**src/rtl/twos_pkg.sv**
```systemverilog
// Purpose: shared types and defaults for the serial two's-complement to
//          sign-magnitude decoder.
// Contents: state_e (FSM state encoding), DEFAULT_WIDTH.
package twos_pkg;

  // Decoder FSM states
  typedef enum logic [1:0] {
    IDLE = 2'd0,
    COPY = 2'd1,
    INV  = 2'd2,
    DONE = 2'd3
  } state_e;

  localparam int unsigned DEFAULT_WIDTH = 4;

endpackage

```
**src/rtl/serial_complement_bit.sv**
```systemverilog
// Purpose: one-bit Mealy cell for LSB-first magnitude extraction. Bits are
//          copied until the first 1 has passed, then inverted when negative.
// Ports:
//   clk, rst_n     clock, async active-low reset
//   load_i         start of a new word; clears the seen-first-one flag
//   shift_i        a serial bit is consumed this cycle
//   sign_i         operand sign; inversion only applies when set
//   in_bit_i       current operand bit (LSB first)
//   out_bit_c_o    combinational magnitude bit for this cycle
//   first_one_c_o  combinational: this bit is the first 1 of the word
module serial_complement_bit (
  input  logic clk,
  input  logic rst_n,
  input  logic load_i,
  input  logic shift_i,
  input  logic sign_i,
  input  logic in_bit_i,
  output logic out_bit_c_o,
  output logic first_one_c_o
);

  logic seen_q;
  logic seen_d;

  // Flag is set after the bit that carries the first 1 has been consumed
  always_comb begin
    seen_d = seen_q;
    if (load_i) begin
      seen_d = 1'b0;
    end else if (shift_i && in_bit_i) begin
      seen_d = 1'b1;
    end
  end

  assign out_bit_c_o   = (sign_i && seen_q) ? ~in_bit_i : in_bit_i;
  assign first_one_c_o = in_bit_i & ~seen_q;

  always_ff @(posedge clk or negedge rst_n) begin
    if (!rst_n) begin
      seen_q <= 1'b0;
    end else begin
      seen_q <= seen_d;
    end
  end

endmodule

```
**src/rtl/twos_to_sign_mag_serial.sv**
```systemverilog
// Purpose: bit-serial two's-complement to sign-magnitude decoder. One word is
//          accepted per transaction, the magnitude is derived one bit per
//          clock, and the result is offered on a second valid/ready handshake.
// Ports:
//   clk, rst_n    clock, async active-low reset
//   in_valid      operand valid
//   in_ready      decoder idle and able to accept
//   in_data       two's-complement operand
//   out_valid     result valid
//   out_ready     consumer accepts result
//   out_sign      operand sign
//   out_mag       unsigned magnitude
//   out_min_neg   operand was the most negative value
module twos_to_sign_mag_serial
  import twos_pkg::*;
#(
  parameter int unsigned WIDTH = DEFAULT_WIDTH
) (
  input  logic             clk,
  input  logic             rst_n,
  input  logic             in_valid,
  output logic             in_ready,
  input  logic [WIDTH-1:0] in_data,
  output logic             out_valid,
  input  logic             out_ready,
  output logic             out_sign,
  output logic [WIDTH-1:0] out_mag,
  output logic             out_min_neg
);

  localparam int unsigned CNT_W = $clog2(WIDTH + 1);
  localparam logic [CNT_W-1:0] LAST_CNT = CNT_W'(WIDTH - 1);

  state_e             state_q, state_d;
  logic [WIDTH-1:0]   shift_q, shift_d;
  logic [WIDTH-1:0]   acc_q, acc_d;
  logic [CNT_W-1:0]   cnt_q, cnt_d;
  logic               sign_q, sign_d;
  logic               in_ready_q, in_ready_d;
  logic               out_valid_q, out_valid_d;
  logic               out_sign_q, out_sign_d;
  logic [WIDTH-1:0]   out_mag_q, out_mag_d;
  logic               out_min_neg_q, out_min_neg_d;

  logic               accept;
  logic               serial_en;
  logic               bit_out;
  logic               first_one;
  logic [WIDTH-1:0]   acc_next;

  assign accept    = (state_q == IDLE) && in_valid && in_ready_q;
  assign serial_en = (state_q == COPY) || (state_q == INV);

  serial_complement_bit u_cell (
    .clk           (clk),
    .rst_n         (rst_n),
    .load_i        (accept),
    .shift_i       (serial_en),
    .sign_i        (sign_q),
    .in_bit_i      (shift_q[0]),
    .out_bit_c_o   (bit_out),
    .first_one_c_o (first_one)
  );

  // Magnitude bits enter at the MSB end; after WIDTH steps bit k sits at out_mag[k]
  assign acc_next = {bit_out, acc_q[WIDTH-1:1]};

  // Next-state and registered-output logic
  always_comb begin
    state_d       = state_q;
    shift_d       = shift_q;
    acc_d         = acc_q;
    cnt_d         = cnt_q;
    sign_d        = sign_q;
    in_ready_d    = in_ready_q;
    out_valid_d   = out_valid_q;
    out_sign_d    = out_sign_q;
    out_mag_d     = out_mag_q;
    out_min_neg_d = out_min_neg_q;

    unique case (state_q)
      IDLE: begin
        if (accept) begin
          shift_d    = in_data;
          sign_d     = in_data[WIDTH-1];
          cnt_d      = '0;
          acc_d      = '0;
          in_ready_d = 1'b0;
          state_d    = COPY;
        end
      end

      COPY, INV: begin
        shift_d = {1'b0, shift_q[WIDTH-1:1]};
        acc_d   = acc_next;
        cnt_d   = cnt_q + CNT_W'(1);
        if (cnt_q == LAST_CNT) begin
          // Publish only the fully built magnitude
          state_d       = DONE;
          out_valid_d   = 1'b1;
          out_sign_d    = sign_q;
          out_mag_d     = acc_next;
          out_min_neg_d = (state_q == COPY) && sign_q && first_one;
        end else if ((state_q == COPY) && sign_q && shift_q[0]) begin
          state_d = INV;
        end
      end

      DONE: begin
        if (out_ready) begin
          out_valid_d = 1'b0;
          in_ready_d  = 1'b1;
          state_d     = IDLE;
        end
      end

      default: begin
        state_d = IDLE;
      end
    endcase
  end

  always_ff @(posedge clk or negedge rst_n) begin
    if (!rst_n) begin
      state_q       <= IDLE;
      shift_q       <= '0;
      acc_q         <= '0;
      cnt_q         <= '0;
      sign_q        <= 1'b0;
      in_ready_q    <= 1'b1;
      out_valid_q   <= 1'b0;
      out_sign_q    <= 1'b0;
      out_mag_q     <= '0;
      out_min_neg_q <= 1'b0;
    end else begin
      state_q       <= state_d;
      shift_q       <= shift_d;
      acc_q         <= acc_d;
      cnt_q         <= cnt_d;
      sign_q        <= sign_d;
      in_ready_q    <= in_ready_d;
      out_valid_q   <= out_valid_d;
      out_sign_q    <= out_sign_d;
      out_mag_q     <= out_mag_d;
      out_min_neg_q <= out_min_neg_d;
    end
  end

  assign in_ready    = in_ready_q;
  assign out_valid   = out_valid_q;
  assign out_sign    = out_sign_q;
  assign out_mag     = out_mag_q;
  assign out_min_neg = out_min_neg_q;

endmodule

```
**config.mk**
```make
export PLATFORM = sky130hd
export DESIGN_NAME = twos_to_sign_mag_serial
export DESIGN_NICKNAME = d
export VERILOG_FILES = /design/src/rtl/twos_pkg.sv /design/src/rtl/serial_complement_bit.sv /design/src/rtl/twos_to_sign_mag_serial.sv
export SDC_FILE = /design/constraint.sdc
export NUM_CORES = 1
export LEC_CHECK = 0
export BUFFER_PORTS_ARGS = -buffer_cell sky130_fd_sc_hd__buf_2
export CAP_MARGIN = 20
export CORE_MARGIN = 8
export CORE_UTILIZATION = 55
export CTS_BUF_LIST = sky130_fd_sc_hd__clkbuf_16
export CTS_CLUSTER_DIAMETER = 150
export CTS_CLUSTER_SIZE = 25
export DETAILED_ROUTE_END_ITERATION = 6
export GPL_TIMING_DRIVEN = 0
export PLACE_DENSITY = 0.77
export SYNTH_ARGS = -nofsm -noshare
export SYNTH_HDL_FRONTEND = slang
export SYNTH_SLANG_ARGS = --single-unit
```
**constraint.sdc**
```tcl
create_clock -name clk -period 3.7 [get_ports clk]
set_input_delay 0.185 -clock clk [delete_from_list [all_inputs] [get_ports clk]]
set_output_delay 0.185 -clock clk [all_outputs]
set_load 0.02 [all_outputs]
```
# Yosys cells after proc, flatten, opt, wreduce, memory -nomap -nowiden
# Index checks and enable logic that the tools add are counted.
# W data, S select, Z words.
[op_classes]
add_sub_neg = 1
n_eq_ne = 8
muxes = 20
n_bitwise = 3
n_reduce_logical = 20
[op_table]
columns = ["op", "n"]
rows = [
  ["$pmux W4 S2", 2],
  ["$reduce_and A3 Y1", 3],
  ["$mux W2", 4],
  ["$mux W4", 2],
  ["$reduce_bool A2 Y1", 4],
  ["$logic_and A1 B1 Y1", 7],
  ["$mux W1", 7],
  ["$ne A2 B2 Y1 const B", 3],
  ["$pmux W2 S3", 1],
  ["$pmux W3 S2", 1],
  ["$reduce_and A2 Y1", 3],
  ["$eq A2 B2 Y1 const B", 2],
  ["$pmux W1 S2", 2],
  ["$add A3 B1 Y3 const B", 1],
  ["$eq A3 B2 Y1 const B", 1],
  ["$mux W3", 1],
  ["$ne A3 B3 Y1 const B", 1],
  ["$eq A2 B1 Y1 const B", 1],
  ["$logic_not A2 Y1", 1],
  ["$not A1 Y1", 2],
  ["$reduce_or A2 Y1", 1],
  ["$and A1 B1 Y1", 1],
  ["$logic_or A1 B1 Y1", 1],
]
[word_totals]
reg_bits = 23
input_bits = 8

# Depth between registers and ports, before layout
[logic_depth]
word_depth = 6
mapped_depth = 7
mapped_depth_nobuf = 5

# By module
# A second synthesis with hierarchy kept.
[unflattened]
cells_unflattened = 88
area_unflattened_um2 = 1066.0
[modules_own_cells]
columns = ["module", "instances", "cells_per_inst", "area_per_inst_um2"]
rows = [
  ["twos_to_sign_mag_serial", 1, 82, 1011.0],
  ["serial_complement_bit", 1, 6, 55.1],
]

# Least setup slack after synthesis
# Ideal clock, no wire load.
[synth_path]
path_kind = "flip-flop to flip-flop"
from = "register state_q[0]"
to = "register shift_q[2]"
t_arrival_ps = 1387
path_slack_ps = 2188
stages_incl_launch_ff = 6
n_path_buf = 1
period_less_slack_ps = 1512
cell_sequence = "dfrtp_1 > inv_1 > ha_1 > buf_4 > mux2_1 > mux2_4"
[synth_between]
elab_chain_cells = 5
elab_cells_between_ends = 10
[synth_rtl]
columns = ["item", "line", "text"]
rows = [
  ["from (decl)", "twos_to_sign_mag_serial.sv:34", "state_e state_q, state_d;"],
  ["from (signal assigned)", "twos_to_sign_mag_serial.sv:136", "state_q <= state_d;"],
  ["$logic_not A2 Y1", "twos_to_sign_mag_serial.sv:51, twos_to_sign_mag_serial.sv:81", ""],
  ["$logic_and A1 B1 Y1 (2 in series)", "twos_to_sign_mag_serial.sv:51", "assign accept = (state_q == IDLE) && in_valid && in_ready_q;"],
  ["$ne A2 B2 Y1 (no source line)", "-", ""],
  ["$reduce_and A2 Y1 (no source line)", "-", ""],
  ["to (signal assigned)", "twos_to_sign_mag_serial.sv:137", "shift_q <= shift_d;"],
  ["to (decl)", "twos_to_sign_mag_serial.sv:35", "logic [WIDTH-1:0] shift_q, shift_d;"],
]
# Parallel ways exist; a longest one is shown, timed or not.
# A chain may end at the register's enable or synchronous reset.

# Worst setup path after layout
[layout_path]
from = "register state_q[0]"
to = "register shift_q[1]"
# Same word-level chain as after synthesis.

==> impl_metrics.sql <==
INSERT INTO impl_metrics (metric_group, metric, value, unit) VALUES
('place', 'hpwl_after_detailed_placement', '1420', 'um'),
('cts', 'cts-hold-fix-buffers', '1', ''),
('cts', 'clk_root_buffer_cell', 'sky130_fd_sc_hd__clkbuf_16', ''),
('critical_path', 'worst_path_cell_with_the_longest_stage_delay', 'sky130_fd_sc_hd__dfrtp_1', ''),
('place', 'buffer_ports.inserted', '15', ''),
('critical_path', 'critical_path.cell_chain', 'inv_1, ha_1, and3_4, a21oi_4, mux2_4', ''),
('routing', 'drt_iter0_markers', '19', ''),
('synthesis', 'yosysWarnings', '0', ''),
('critical_path', 'required', '3.83', 'ns'),
('synthesis', 'postSynth.asyncResetShare', '1.00', ''),
('cts', 'clock_buffers_created_by_tritoncts', '3', ''),
('cts', 'clk_path_buf_depth', '2', ''),
('place', 'routabilityCongestion', '0.815', ''),
('layout', 'nNetsFinal', '121', ''),
('place', 'dp_cells', '129', ''),
('routing', 'drc', '0', ''),
('worst_hold_path', 'min-delay-path-class', 'input pin to register', ''),
('synthesis', 'synth_top_flop_cell', 'sky130_fd_sc_hd__dfrtp_1', ''),
('synthesis', 'synthesis.area_per_instance', '12.2', 'um2'),
('synthesis', 'ys_seq_elements', '22', ''),
('power', 'power_leakage', '0.608', 'nW'),
('routing', 'avgViaCountPerCell', '5.21', ''),
('cts', 'post_cts_buffers', '0', ''),
('sta', 'worst_slack', '2.05', 'ns'),
('floorplanning', 'chipHeight', '59.9', 'um'),
('floorplanning', 'horizontal_die_dimension', '59.9', 'um'),
('floorplanning', 'fp.dieArea', '0.00359', 'mm2'),
('routing', 'first_pass_iters', '4', ''),
('synthesis', 'number_of_enable_flip_flop_cells_after_synthesis', '0', ''),
('routing', 'drt-wirelength-per-cell', '13.9', 'um'),
('layout', 'post_route_cells_drive_above_1_share', '0.336', ''),
('global_routing', 'grt.total_usage', '0.122', ''),
('sta', 'setup_repair_after_global_routing_missed_its_margin', 'false', ''),
('routing', 'ant_nets', '0', ''),
('sta', 'setup_total_negative_slack', '0', 'ns'),
('sta', 'timing.clock.skew', '0.00297', 'ns'),
('place', 'pre_cts_ws', '2.05', 'ns'),
('power', 'max-vdd-ir-drop', '0.000526', 'V'),
('critical_path', 'worst-path-max-fanout', '9', ''),
('synthesis', 'synthesis.nets', '100', ''),
('sta', 'timing.slew.headroom', '0.688', ''),
('layout', 'antenna_cells', '0', ''),
('cts', 'cts.sink_count', '22', ''),
('floorplanning', 'num_rows', '16', ''),
('power', 'design_power_total', '0.00128', 'W'),
('layout', 'instances_no_fill', '134', ''),
('floorplanning', 'design.core.area', '0.00188', 'mm2'),
('synthesis', 'postSynthCellCount', '87', ''),
('cts', 'cts_repair_resize_count', '0', ''),
('cts', 'clock_network_latency_to_the_later_pin_of_the_worst_skew_pair', '0.25', 'ns'),
('power', 'powerDensity', '1020', 'mW/mm2'),
('global_routing', 'grt_pass1_wl', '3270', 'um'),
('sta', 'setup_viol_count_final', '0', ''),
('synthesis', 'synth.lib_cells_used.distinct', '32', ''),
('routing', 'postRouteWirelength', '1860', 'um'),
('sta', 'finalHoldViolations', '0', ''),
('routing', 'vias', '698', ''),
('critical_path', 'endpoint_class_of_the_critical_path', 'register', ''),
('global_routing', 'antenna_found_initial', '0', ''),
('outcome', 'status', 'completed', ''),
('sta', 'min_period', '1.65', 'ns'),
('floorplanning', 'top_level_ports', '16', ''),
('synthesis', 'ys_seq_area_frac', '0.521', ''),
('global_routing', 'globalRouteOverflowTotal', '0', ''),
('global_routing', 'vias_in_the_first_global_route', '700', ''),
('sta', 'max_slew_violation_total_from_the_final_report', '0', ''),
('layout', 'layout.filler_cells', '157', ''),
('critical_path', 'reg_to_reg_slack_setup', '2.05', 'ns'),
('cts', 'tritoncts', 'built', ''),
('sta', 'max_clock_freq', '606', 'MHz'),
('critical_path', 'worst_ep_arrival_time', '1.78', 'ns'),
('run', 'max_cap_violations', '0', ''),
('critical_path', 'critical_path_launch_point_type', 'register', ''),
('cts', 'clk_pin_slew', '0.05', 'ns'),
('sta', 'fin_crit_sh', '0.446', ''),
('floorplanning', 'start_util', '0.563', ''),
('synthesis', 'synthesis.area', '0.00106', 'mm2'),
('sta', 'worst_slew_pin_slew', '0.468', 'ns'),
('critical_path', 'slowest_delay', '0.38', 'ns'),
('layout', 'area_growth_syn_to_layout', '18.7', '%'),
('critical_path', 'startpoint_to_endpoint_class_of_the_critical_path', 'register to register', ''),
('global_routing', 'largest_net_degree_at_the_start_of_global_routing', '23', ''),
('cts', 'htree_levels', '1', ''),
('sta', 'tightest_hold_margin', '0.180', 'ns');
critical path: cells and delay by family, from the launching register on:
family                   cells  cell delay (ns)
buffers and inverters        1             0.07
AND/OR/NAND/NOR              1             0.22
multiplexers                 1             0.33
adder cells (fa/ha/maj)      1             0.24
flip-flops                   1             0.38
AO/OA/AOI/OAI                1             0.28
cell usage after synthesis, types with 2 or more instances:
| library cell | number | area, um2 |
|---|---|---|
| sky130_fd_sc_hd__a21oi_1 | 4 | 20.0 |
| sky130_fd_sc_hd__a22o_1 | 3 | 26.3 |
| sky130_fd_sc_hd__dfrtp_1 | 21 | 526 |
| sky130_fd_sc_hd__ha_1 | 5 | 62.6 |
| sky130_fd_sc_hd__inv_1 | 7 | 26.3 |
| sky130_fd_sc_hd__mux2_2 | 6 | 67.6 |
| sky130_fd_sc_hd__mux2_4 | 3 | 45.0 |
| sky130_fd_sc_hd__nand2_1 | 7 | 26.3 |
| sky130_fd_sc_hd__nor2_1 | 3 | 11.3 |
| sky130_fd_sc_hd__o21ai_0 | 5 | 25.0 |
| sky130_fd_sc_hd__o2bb2ai_1 | 2 | 17.5 |
layer usage:
layer	GRT usage	vias up	share of wire
met5	0	-	0
met4	0.0714	0	0.023
met3	0.0301	5	0.038
met2	0.186	15	0.47
met1	0.150	332	0.47
li1	-	346	-
where the power goes:
group | internal, W | switching, W | total, W
clock | 0.000144 | 0.0000775 | 0.000221
combinational | 0.000310 | 0.000330 | 0.000640
sequential | 0.000354 | 0.0000683 | 0.000423
total | 0.000808 | 0.000476 | 0.00128
area by class of cell:
cell class	instances	area [um2]	share of cell area
plain buffers	2	18.8	0.0149
clock buffers	3	75.1	0.0597
clock inverters	1	3.75	0.00299
inverters	7	26.3	0.0209
multi-input cells	56	463	0.368
flip-flops and latches	22	552	0.439
well taps	27	33.8	0.0269
repair buffers	16	85.1	0.0677
state kept, by name, summed over array words and instances (netlist names):
name	count
state_q	2
out_sign	1
in_ready	1
out_min_neg	1
sign_q	1
out_mag	4
out_valid	1
acc_q	3
shift_q	4
cnt_q	3
u_cell.seen_q	1
worst paths after layout:
| kind | startpoint | to | depth (start not counted) |
|---|---|---|---|
| min in group asynchronous | rst_n | out_mag[1] | 2 |
| setup reg to reg | state_q[0] | shift_q[1] | 5 |
| setup / recovery | state_q[0] | shift_q[1] | 5 |
| hold / removal | in_data[3] | sign_q | 3 |
| max in group asynchronous | rst_n | in_ready | 2 |
| hold reg to reg | out_mag[3] | out_mag[3] | 2 |
kinds of logic after synthesis:
logic type | after synthesis | share of synthesized area
compound gates | 22 | 0.157
xor+xnor | 1 | 0.00827
fa+ha+maj | 5 | 0.0590
buf+inv | 9 | 0.0425
flops | 22 | 0.521
mux | 11 | 0.126
simple gates | 17 | 0.0862
through the flow:
stage,utilization,area [um2]
4_1_cts,0.668,1260
6_report,0.668,1260
2_1_floorplan,-,1060
3_5_place_dp,0.621,1170
5_1_grt,0.668,1260
3_3_place_gp,0.621,1170
placed cells by master (no fill, tap or decap):
cell type / count
sky130_fd_sc_hd__dfrtp_1: 21
sky130_fd_sc_hd__buf_2: 15
sky130_fd_sc_hd__inv_1: 7
sky130_fd_sc_hd__nand2_1: 7
sky130_fd_sc_hd__mux2_2: 6
sky130_fd_sc_hd__o21ai_0: 5
sky130_fd_sc_hd__ha_1: 5
sky130_fd_sc_hd__a21oi_1: 4
sky130_fd_sc_hd__mux2_4: 3
sky130_fd_sc_hd__a22o_1: 3
sky130_fd_sc_hd__nor2_1: 3
sky130_fd_sc_hd__clkbuf_16: 3
sky130_fd_sc_hd__o2bb2ai_1: 2
sky130_fd_sc_hd__buf_4: 1
sky130_fd_sc_hd__buf_6: 1
sky130_fd_sc_hd__nand2_4: 1
sky130_fd_sc_hd__mux2_1: 1
sky130_fd_sc_hd__and3_4: 1
sky130_fd_sc_hd__a21oi_4: 1
sky130_fd_sc_hd__a21boi_2: 1
sky130_fd_sc_hd__nor2b_2: 1
sky130_fd_sc_hd__a22o_2: 1
sky130_fd_sc_hd__nor2b_1: 1
sky130_fd_sc_hd__o21a_1: 1
sky130_fd_sc_hd__nand3_1: 1
sky130_fd_sc_hd__a211oi_1: 1
sky130_fd_sc_hd__o32ai_1: 1
sky130_fd_sc_hd__a211o_1: 1
sky130_fd_sc_hd__nor3_1: 1
sky130_fd_sc_hd__mux2i_1: 1
sky130_fd_sc_hd__nand2b_1: 1
sky130_fd_sc_hd__xor2_1: 1
sky130_fd_sc_hd__o31ai_1: 1
sky130_fd_sc_hd__clkinv_1: 1
sky130_fd_sc_hd__dlygate4sd3_1: 1
sky130_fd_sc_hd__dfstp_2: 1
Note: power is estimated with default switching activity, not from simulation.
